**config.mk**
```make
export PLATFORM = sky130hd
export DESIGN_NAME = timer_bank
export DESIGN_NICKNAME = d
export VERILOG_FILES = /design/src/rtl/timer_bank.sv
export SDC_FILE = /design/constraint.sdc
export NUM_CORES = 1
export LEC_CHECK = 0
export CAP_MARGIN = 20
export CORE_MARGIN = 1
export CORE_UTILIZATION = 50
export CTS_BUF_LIST = sky130_fd_sc_hd__clkbuf_2
export DETAILED_ROUTE_END_ITERATION = 10
export PLACE_DENSITY = 0.73
export SETUP_SLACK_MARGIN = 0.05
export SKIP_LAST_GASP = 1
export SYNTH_ARGS = -nofsm -noshare
export SYNTH_HDL_FRONTEND = slang
export SYNTH_SLANG_ARGS = --single-unit
```
**constraint.sdc**
```tcl
create_clock -name clk -period 2.7 [get_ports clk]
set_input_delay 0.54 -clock clk [delete_from_list [all_inputs] [get_ports clk]]
set_output_delay 0.54 -clock clk [all_outputs]
set_load 0.02 [all_outputs]
```
**src/rtl/timer_bank.sv**
```systemverilog
// timer_bank: a bank of CHANNELS independent down-counters that share one prescaler.
//
// Each channel has its own state:
//   - a count and a reload value, both loaded from DATA;
//   - a control pair {auto_reload, enable};
//   - a sticky timeout flag.
// The per-channel flags and their OR go to the control unit for preemption and
// interrupt sequencing. CHANNELS=1, PRESCALE=1, RESET_CTRL=2'b01 behaves like the
// original single countdown timer.
//
// Ports:
//   clk            system clock; all state changes on the rising edge
//   reset          synchronous, active-high
//   DATA           bus value for a count load or a ctrl write
//   timer_in       load count and reload of the selected channel from DATA
//   ctrl_in        write {auto_reload, enable} = DATA[1:0] of the selected channel
//   timeout_ack    clear the sticky timeout of the selected channel
//   timer_sel      channel index for timer_in / ctrl_in / timeout_ack
//   REG_OUT_TIMER  current counts; channel i is at [i*WIDTH +: WIDTH]
//   timeout        sticky per-channel expiry flags
//   timeout_any    OR of timeout
module timer_bank #(
  parameter int unsigned WIDTH      = 16,
  parameter int unsigned CHANNELS   = 4,
  parameter int unsigned SEL_W      = 2,
  parameter int unsigned PRESCALE   = 1,
  parameter logic [1:0]  RESET_CTRL = 2'b01
) (
  input  logic                      clk,
  input  logic                      reset,
  input  logic [WIDTH-1:0]          DATA,
  input  logic                      timer_in,
  input  logic                      ctrl_in,
  input  logic                      timeout_ack,
  input  logic [SEL_W-1:0]          timer_sel,
  output logic [CHANNELS*WIDTH-1:0] REG_OUT_TIMER,
  output logic [CHANNELS-1:0]       timeout,
  output logic                      timeout_any
);

  localparam int unsigned    PsW   = (PRESCALE > 1) ? $clog2(PRESCALE) : 1;
  localparam logic [PsW-1:0] PsMax = PsW'(PRESCALE - 1);
  localparam logic [WIDTH-1:0] CountOne = WIDTH'(1);

  // Prescaler. It runs freely from 0 to PRESCALE-1 and raises tick on the last value.
  logic [PsW-1:0] presc_q, presc_d;
  logic           tick;

  always_comb begin
    tick    = (presc_q == PsMax);
    presc_d = tick ? '0 : presc_q + 1'b1;
  end

  // Per-channel state.
  logic [WIDTH-1:0]    count_q  [CHANNELS];
  logic [WIDTH-1:0]    count_d  [CHANNELS];
  logic [WIDTH-1:0]    reload_q [CHANNELS];
  logic [WIDTH-1:0]    reload_d [CHANNELS];
  logic [1:0]          ctrl_q   [CHANNELS];  // {auto_reload, enable}
  logic [1:0]          ctrl_d   [CHANNELS];
  logic [CHANNELS-1:0] tmo_q, tmo_d;
  logic [CHANNELS-1:0] sel_hit;

  // An index of CHANNELS or above matches no channel, so such writes and acks do nothing.
  always_comb begin
    sel_hit = '0;
    for (int unsigned i = 0; i < CHANNELS; i++) begin
      sel_hit[i] = (32'(timer_sel) == i);
    end
  end

  always_comb begin
    tmo_d = tmo_q;
    for (int unsigned i = 0; i < CHANNELS; i++) begin
      count_d[i]  = count_q[i];
      reload_d[i] = reload_q[i];
      ctrl_d[i]   = ctrl_q[i];

      if (sel_hit[i] && ctrl_in) begin
        ctrl_d[i] = DATA[1:0];
      end

      // Apply the ack first, so that an expiry or a zero-load on the same edge
      // overrides it and leaves the flag set.
      if (sel_hit[i] && timeout_ack) begin
        tmo_d[i] = 1'b0;
      end

      if (sel_hit[i] && timer_in) begin
        count_d[i]  = DATA;
        reload_d[i] = DATA;
        tmo_d[i]    = (DATA == '0);
      end else if (tick && ctrl_q[i][0]) begin
        if (count_q[i] > CountOne) begin
          count_d[i] = count_q[i] - CountOne;
        end else if (count_q[i] == CountOne) begin
          tmo_d[i]   = 1'b1;
          count_d[i] = ctrl_q[i][1] ? reload_q[i] : '0;
        end
        // A count of zero holds. It never wraps.
      end
    end
  end

  always_ff @(posedge clk) begin
    if (reset) begin
      presc_q <= '0;
      tmo_q   <= '0;
      for (int unsigned i = 0; i < CHANNELS; i++) begin
        count_q[i]  <= '0;
        reload_q[i] <= '0;
        ctrl_q[i]   <= RESET_CTRL;
      end
    end else begin
      presc_q <= presc_d;
      tmo_q   <= tmo_d;
      for (int unsigned i = 0; i < CHANNELS; i++) begin
        count_q[i]  <= count_d[i];
        reload_q[i] <= reload_d[i];
        ctrl_q[i]   <= ctrl_d[i];
      end
    end
  end

  always_comb begin
    REG_OUT_TIMER = '0;
    for (int unsigned i = 0; i < CHANNELS; i++) begin
      REG_OUT_TIMER[i*WIDTH +: WIDTH] = count_q[i];
    end
    timeout     = tmo_q;
    timeout_any = |tmo_q;
  end

endmodule

```
* Word-level counts from Yosys, hierarchy flattened
Memories as Yosys holds them, arrays and structs flattened.
Cells that the tools add are included.
W data, S select, Z words.
** Cells by class
- Bitwise operators :: 13
- $lt $le $gt $ge :: 4
- Eq/ne operators :: 7
- Muxes and demuxes :: 63
- Add/subtract/negate cells :: 5
- Reductions and logical operators :: 20
** Operator list (number)
- $mux W16 :: 32
- $eq A16 B1 Y1 const B :: 4
- $gt A16 B1 Y1 const B :: 4
- $sub A16 B1 Y16 const B :: 4
- $mux W1 :: 23
- $logic_and A1 B1 Y1 :: 16
- $logic_not A16 Y1 :: 1
- $mux W2 :: 8
- $or A1 B1 Y1 :: 12
- $eq A2 B2 Y1 const B :: 2
- $reduce_or A4 Y1 :: 1
- $eq A2 B1 Y1 const B :: 1
- $logic_not A2 Y1 :: 1
- $reduce_or A2 Y1 :: 1
- $add A1 B1 Y1 const B :: 1
- $not A1 Y1 :: 1
** Word-level totals
- Output and inout port bits :: 69
- Bits in writable memories :: 136
- Input port bits :: 23
- Register bits after elaboration :: 5
- Word-level logic and storage cells :: 117
- Memories kept :: 3
** Memories
- count_q :: words 4, width 16, read ports 4, clocked after memory_dff 0, write ports 4, line 55 : logic [WIDTH-1:0] count_q [CHANNELS];
- reload_q :: words 4, width 16, read ports 4, clocked after memory_dff 0, write ports 4, line 57 : logic [WIDTH-1:0] reload_q [CHANNELS];
- ctrl_q :: words 4, width 2, read ports 4, clocked after memory_dff 0, write ports 4, line 59 : logic [1:0] ctrl_q [CHANNELS];

* Depth between registers and ports, before layout
Gate-level depths: netlist (run 1).
- Word-level depth :: 7
- Gate-level depth with buffers :: 10
- Depth with buffers taken out :: 8

* Worst setup path before layout (run 1)
Ideal clock, no wire load.
- Kind :: reg2reg
- Start point :: memory count_q[3][0]
- End point :: memory count_q[3][12]
- Library setup time :: 0.058 ns
- Data required time :: 2.642 ns
- Cell stages (with the launch flop) :: 11
- Slack :: 0.163 ns
- Clock period less this slack :: 2.537 ns
- Buffers on the path :: 2
- Data arrival time :: 2.479 ns
- Cells stage by stage :: dfxtp_1 -> inv_1 -> ha_1 -> nor3b_1 -> and2_1 -> clkbuf_1 -> a41oi_1 -> clkbuf_1 -> nor2_1 -> a211oi_1 -> a31o_2
** RTL lines (line)
- from (decl) :: 55

==> results.sh, run 1 <==
export IMPL_finalPower_mw=10.31
export IMPL_finalHoldViolations=0
export IMPL_cts_tree="built"
export IMPL_worst_pin_slew_ns=0.6113
export IMPL_start_kind="flop"
export IMPL_clock_skew_ns=0.02678
export IMPL_groute_usage_overall_pct=31.54
export IMPL_leakage_nw=3.416
export IMPL_grt_max_degree=126
export IMPL_worstSkewPairLatency_ns=0.80
export IMPL_status="finished clean"
export IMPL_grt_pass1_vias=7346
export IMPL_min_path_type="input pin to flop"
export IMPL_cts_sinks=141
export IMPL_hold_ws_ns=0.2966
export IMPL_io_buffers=91
export IMPL_cp_end_kind="output port"
export IMPL_ir_drop_v=0.0006914
export IMPL_drive_above_1_share_pct=11.63
export IMPL_cpLargestDelayFamily="buffers and inverters"
export IMPL_cpPeakStageDelay_ns=0.66
export IMPL_syn_cell_area_mm2=0.007577
export IMPL_min_path_cells=4
export IMPL_htree_levels=4
export IMPL_hpwl_mm=16.78
export IMPL_multi_input_area_mm2=0.004395
export IMPL_crit_path_cell_trace="clkdlybuf4s50_1"
export IMPL_areaGrowthSynthToFinish_pct=23.86
export IMPL_synth_cells=1001
export IMPL_synthesis_nets=1032
export IMPL_die_x_um=125.1
export IMPL_fill_cells=1357
export IMPL_final_max_slew_viol_count=0
export IMPL_ys_seq_area_share_pct=37.25
export IMPL_syn_avg_cell_area_um2=7.570
export IMPL_worst_ep_required_time_ns=2.16
export IMPL_p_per_area_mw_per_mm2=1099
export IMPL_hold_buffers=0
export IMPL_via_per_inst=6.381
export IMPL_r2r_start="count_q[2][9]"
export IMPL_whs_endpoint="count_q[0][8]"
export IMPL_postCtsSetupRepairBufs=0
export IMPL_synth_warnings=0
export IMPL_overflow=0
export IMPL_cp_max_fo=7
export IMPL_drtIter0Drc=1048
export IMPL_synth_seq_cells=141
export IMPL_drc=0
export IMPL_arrival_ns=1.99
export IMPL_ff2ff_path_depth=8
export IMPL_cts_buffers=17
export IMPL_place_congestion=0.8980
export IMPL_die_h_um=125.1
export IMPL_setup_viol=0
export IMPL_ys_flop_type="dfxtp_1"
export IMPL_clk_path_buf_depth=2
export IMPL_start_util_pct=51.74
export IMPL_ant_nets=0
export IMPL_dieArea_mm2=0.01565
export IMPL_worst_path_buf_inv=1
export IMPL_ios=92
export IMPL_drt_total_wl_mm=24.61
export IMPL_vias=8314
export IMPL_relSlewSlack_pct=59.12
export IMPL_wl_per_cell_um=18.89
export IMPL_path_class="flop to output port"
export IMPL_core_area_mm2=0.01464
export IMPL_regArea_mm2=0.002825
export IMPL_fin_nets=1136
export IMPL_cts_root_buffer="clkbuf_2"
export IMPL_grt_pass1_wl_mm=39.21
export IMPL_clk_pin_slew_ns=0.22
export IMPL_r2r_slack_ns=0.25
export IMPL_min_from="reset"
export IMPL_maxCapViolations=0
export IMPL_min_period_over_period_pct=93.61
export IMPL_rows=44
export IMPL_clock_fmax_ghz=0.3956
export IMPL_cpMaxStageDelayCell="clkdlybuf4s50_1"
export IMPL_firstDrtPassIters=7
export IMPL_rsz0062_at_grt="false"
export IMPL_r2r_end="count_q[2][4]"
export IMPL_antenna_found_initial=1
export IMPL_ys_async_sr_fraction_pct=0
export IMPL_synth_edf_count=0
export IMPL_setup_tns_final_ns=0
export IMPL_fin_crit_ns=2.528
export IMPL_synth_cell_types=80
==> how the worst max path moves through the flow <==
stage / cells after the start / start / slack (ns) / to
2_1_floorplan: 10 / count_q[3][0] / 0.16 / count_q[3][12]
3_3_place_gp: 7 / timer_sel[0] / 0.17 / count_q[2][15]
3_5_place_dp: 7 / timer_sel[0] / 0.11 / count_q[2][15]
4_1_cts: 2 / timeout[1] / 0.06 / timeout_any
5_1_grt: 1 / count_q[3][9] / 0.06 / REG_OUT_TIMER[57]
6_report: 1 / count_q[0][0] / 0.17 / REG_OUT_TIMER[0]
==> power by group <==
group          switching, mW  total (mW)  internal (mW)
combinational           3.09        5.51           2.42
clock                  0.840        1.91           1.07
sequential             0.462        2.89           2.43
total                   4.39        10.3           5.92
==> per-stage QoR <==
stage / util [%] / instance area [µm²] / setup slack, ns / std cells
2_1_floorplan: - / 7577 / 0.1626 / 1001
3_3_place_gp: 61.27 / 8972 / 0.1683 / 1270
3_5_place_dp: 61.27 / 8972 / 0.1085 / 1270
4_1_cts: 64.00 / 9373 / 0.05900 / 1302
5_1_grt: 64.09 / 9385 / 0.06342 / 1303
6_report: 64.09 / 9385 / 0.1724 / 1303
==> placed cells by master (no fill, tap or decap), types with 11 or more instances in the layout <==
cell type,netlist,layout
nand2_1,196,196
clkdlybuf4s50_1,0,89
a31oi_1,13,13
o21ai_0,47,47
dfxtp_1,141,139
buf_4,0,67
inv_1,19,19
nor2_1,62,62
nand3_1,38,38
clkbuf_2,0,18
or3_1,11,11
nand4_1,11,11
nor4_1,18,18
a21oi_1,121,121
nor3_1,26,26
==> flip-flops by register name (all words and copies together), names as in the netlist <==
signal	cells
ctrl_q	8
timeout	4
reload_q	64
presc_q	1
count_q	64
==> logic make-up (layout without fill, tap and decap cells) <==
logic type / Yosys count / count (layout) / share of synthesized area (%)
buf+inv: 94 / 211 / 4.888
compound gates: 316 / 316 / 27.61
xor+xnor: 10 / 10 / 1.156
other cells: 1 / 2 / 0.04949
fa+ha+maj: 8 / 8 / 1.321
simple gates: 427 / 427 / 27.18
mux: 4 / 4 / 0.5449
flops: 141 / 141 / 37.25
==> metal layers <==
layer  track usage, %  part of all wire (%)
met5                0                     0
met1            43.78                    45
met2            49.16                    45
met3            6.076                   7.7
met4            10.33                   2.1
==> synthesized netlist by cell type, drive strengths merged (6+ instances only) <==
cell type / instances / area [µm²]
a211o: 7 / 61.31
a211oi: 8 / 60.06
a21o: 8 / 61.31
a21oi: 121 / 605.6
a221oi: 8 / 70.07
a311oi: 10 / 87.58
a31oi: 13 / 81.33
a32o: 6 / 60.06
and2: 7 / 43.79
and3: 8 / 50.05
buf: 20 / 92.59
clkbuf: 55 / 206.5
dfxtp: 141 / 2823
ha: 8 / 100.1
inv: 19 / 71.32
nand2: 196 / 735.7
nand3: 38 / 190.2
nand4: 11 / 68.82
nor2: 63 / 244.0
nor2b: 6 / 37.54
nor3: 27 / 140.1
nor4: 24 / 196.4
o21ai: 47 / 235.2
o221ai: 10 / 87.58
o32ai: 6 / 52.55
or2: 6 / 37.54
or3: 11 / 68.82
or4: 9 / 71.32
xor2: 8 / 70.07
==> area by class of cell <==
type | instances | share of cell area, %
diodes | 1 | 0.02666
clock buffers | 17 | 0.9065
clock inverters | 15 | 3.373
inverters | 19 | 0.7599
multi-input cells | 766 | 46.83
flip-flops and latches | 141 | 30.10
well taps | 184 | 2.453
repair buffers | 160 | 15.54
==> repair_timing <==
action	in CTS	in global routing
endpoints found under the setup margin	1	11
gates cloned	0	0
resized for setup	1	6
Note: power is estimated with default switching activity, not from simulation.
==> run 2: changes to the inputs <==
--- a/config.mk
+++ b/config.mk
@@ -11,8 +11,8 @@
 export CTS_BUF_LIST = sky130_fd_sc_hd__clkbuf_2
 export DETAILED_ROUTE_END_ITERATION = 10
 export PLACE_DENSITY = 0.73
-export SETUP_SLACK_MARGIN = 0.05
 export SKIP_LAST_GASP = 1
+export SLEW_MARGIN = 0
 export SYNTH_ARGS = -nofsm -noshare
 export SYNTH_HDL_FRONTEND = slang
 export SYNTH_SLANG_ARGS = --single-unit
==> run 2 against run 1 <==
Against the previous run:
- flip-flop and latch count unchanged
- fmax fell by 3.8%
- via count decreased by 0.83%
- sequential power hardly changed
- setup slack got worse by 0.099 ns
- hold slack gained 0.0057 ns
- clock skew rose by 0.00077 ns
- first-iteration DRC count up 4.1%
- critical path depth up 1
- register-to-register slack barely moved
- critical path type unchanged
- highest routed layer unchanged
==> results.sh, run 2 (synthesis results as in run 1) <==
export IMPL_dieArea_mm2=0.01565
export IMPL_rows=44
export IMPL_instances_no_fill=1303
export IMPL_status="finished clean"
export IMPL_postCtsSetupRepairBufs=0
export IMPL_fin_nets=1136
export IMPL_drt_total_wl_mm=24.60
export IMPL_ant_nets=0
export IMPL_worst_pin_slew_ns=0.6113
export IMPL_crit_path_cell_trace="or4_1 > dlygate4sd2_1"
export IMPL_layout_commonest_cell="nand2_1"
export IMPL_cpLargestDelayFamily="simple AND/OR/NAND/NOR gates"
export IMPL_ios=92
export IMPL_drc=0
export IMPL_core_area_mm2=0.01464
export IMPL_hpwl_mm=16.78
export IMPL_ir_drop_v=0.0006917
export IMPL_relSlewSlack_pct=59.19
export IMPL_cts_tree="built"
export IMPL_setup_tns_final_ns=0
export IMPL_via_per_inst=6.328
export IMPL_antenna_found_initial=1
export IMPL_drtIter0Drc=1091
export IMPL_clk_path_buf_depth=2
export IMPL_rsz0062_at_grt="false"
export IMPL_cts_buffers=17
export IMPL_cp_end_kind="output port"
export IMPL_cp_max_fo=3
export IMPL_hold_buffers=0
export IMPL_firstDrtPassIters=8
export IMPL_final_max_slew_viol_count=0
export IMPL_htree_levels=4
export IMPL_arrival_ns=2.09
export IMPL_leakage_nw=3.417
export IMPL_grt_pass1_wl_mm=39.21
export IMPL_p_clk_share_pct=18.6
export IMPL_p_switching_mw=4.385
export IMPL_p_per_area_mw_per_mm2=1098
export IMPL_seq_power_share_pct=28.0
export IMPL_worstSkewPairLatency_ns=0.79
export IMPL_fin_crit_ns=2.627
export IMPL_vias=8245
export IMPL_finalHoldViolations=0
export IMPL_overflow=0
export IMPL_cpPeakStageDelay_ns=0.57
export IMPL_clk_pin_slew_ns=0.22
export IMPL_groute_usage_overall_pct=31.54
export IMPL_place_congestion=0.8980
export IMPL_die_h_um=125.1
export IMPL_drive_above_1_share_pct=11.36
export IMPL_worst_ep_required_time_ns=2.16
export IMPL_wl_per_cell_um=18.88
export IMPL_die_x_um=125.1
export IMPL_grt_max_degree=126
export IMPL_grt_pass1_vias=7346
export IMPL_post_place_cells=1270
export IMPL_cts_sinks=141
export IMPL_clock_skew_ns=0.02754
export IMPL_cpMaxStageDelayCell="or4_1"
export IMPL_path_class="flop to output port"
export IMPL_start_util_pct=51.74
export IMPL_swShare_pct=42.57
export IMPL_areaGrowthSynthToFinish_pct=23.88
export IMPL_min_period_over_period_pct=97.28
export IMPL_maxCapViolations=0
export IMPL_reg_largest_list="count_q (64), reload_q (64), ctrl_q (8)"
export IMPL_io_buffers=91
export IMPL_final_cell_mix="196 x nand2_1, 141 x dfxtp_1, 121 x a21oi_1"
export IMPL_setup_viol=0
export IMPL_worst_path_buf_inv=1
export IMPL_clock_fmax_ghz=0.3807
export IMPL_start_kind="flop"
export IMPL_min_path_type="input pin to flop"
export IMPL_cts_root_buffer="clkbuf_2"
export IMPL_power_frac_comb_pct=53.4
export IMPL_internal_power_mw=5.917
## run 2: changes by cell type in the layout (fill, tap and decap cells not counted)
cell	delta
dfxtp_2	-2
dfxtp_1	+2
clkbuf_2	-1
dlygate4sd2_1	+1
## run 2: power by group through the flow
stage               sequential (mW)  clock [mW]  combinational (mW)
global placement               2.92           0                5.34
CTS                            2.88        1.92                5.41
floorplan                      3.21           0                3.24
detailed placement             2.92           0                5.38
finish                         2.89        1.91                5.50
global route                   2.94        2.02                5.97
## run 2: per-layer routing
metal,up-vias,GRT usage (%),wire (µm)
met3,48,6.076,1861
met5,-,0,0
met1,3886,43.78,11140
met2,410,49.16,11080
met4,0,10.33,522
li1,3901,-,-
## run 2: final cells by class
| cell class | instances | area (µm²) |
|---|---|---|
| fill | 1357 | 5258 |
| clock inverter | 15 | 316.6 |
| inverter | 19 | 71.32 |
| timing repair buffer | 160 | 1463 |
| multi-input combinational | 766 | 4395 |
| sequential | 141 | 2823 |
| antenna | 1 | 2.502 |
| clock buffer | 17 | 85.08 |
| tap | 184 | 230.2 |
## run 2: worst paths after layout
check,start,end,slack [ns],cells past startpoint
worst min-delay path,reset,count_q[0][8],0.30,4
worst min register to register,reload_q[1][2],reload_q[1][2],0.47,2
worst max-delay path,timeout[1],timeout_any,0.07,2
worst max register to register,count_q[3][0],count_q[3][6],0.26,9
## run 2: per-stage QoR
step / setup WS [ns] / hold slack (ns) / power (mW) / cell area [µm²] / utilization (%)
after CTS: 0.05900 / 0.2706 / 10.21 / 9373 / 64.00
after global placement: 0.1683 / 0.4431 / 8.255 / 8972 / 61.27
after detailed placement: 0.1085 / 0.4463 / 8.298 / 8972 / 61.27
after global routing: 0.01371 / 0.2741 / 10.94 / 9387 / 64.10
final: 0.07343 / 0.3023 / 10.30 / 9387 / 64.10
after floorplan: 0.1626 / 0.4321 / 6.445 / 7577 / -
## run 2: tightest hold or removal path, stage by stage
cell,delay (ns)
buf_4,0.10
inv_1,0.23
o221ai_1,0.15
nor2_1,0.06
## run 2: what timing repair did
action / CTS / global route
gates cloned: 0 / 0
gates resized for setup: 1 / 2
endpoints found under the setup margin: 1 / 4
pin swaps: 0 / 0
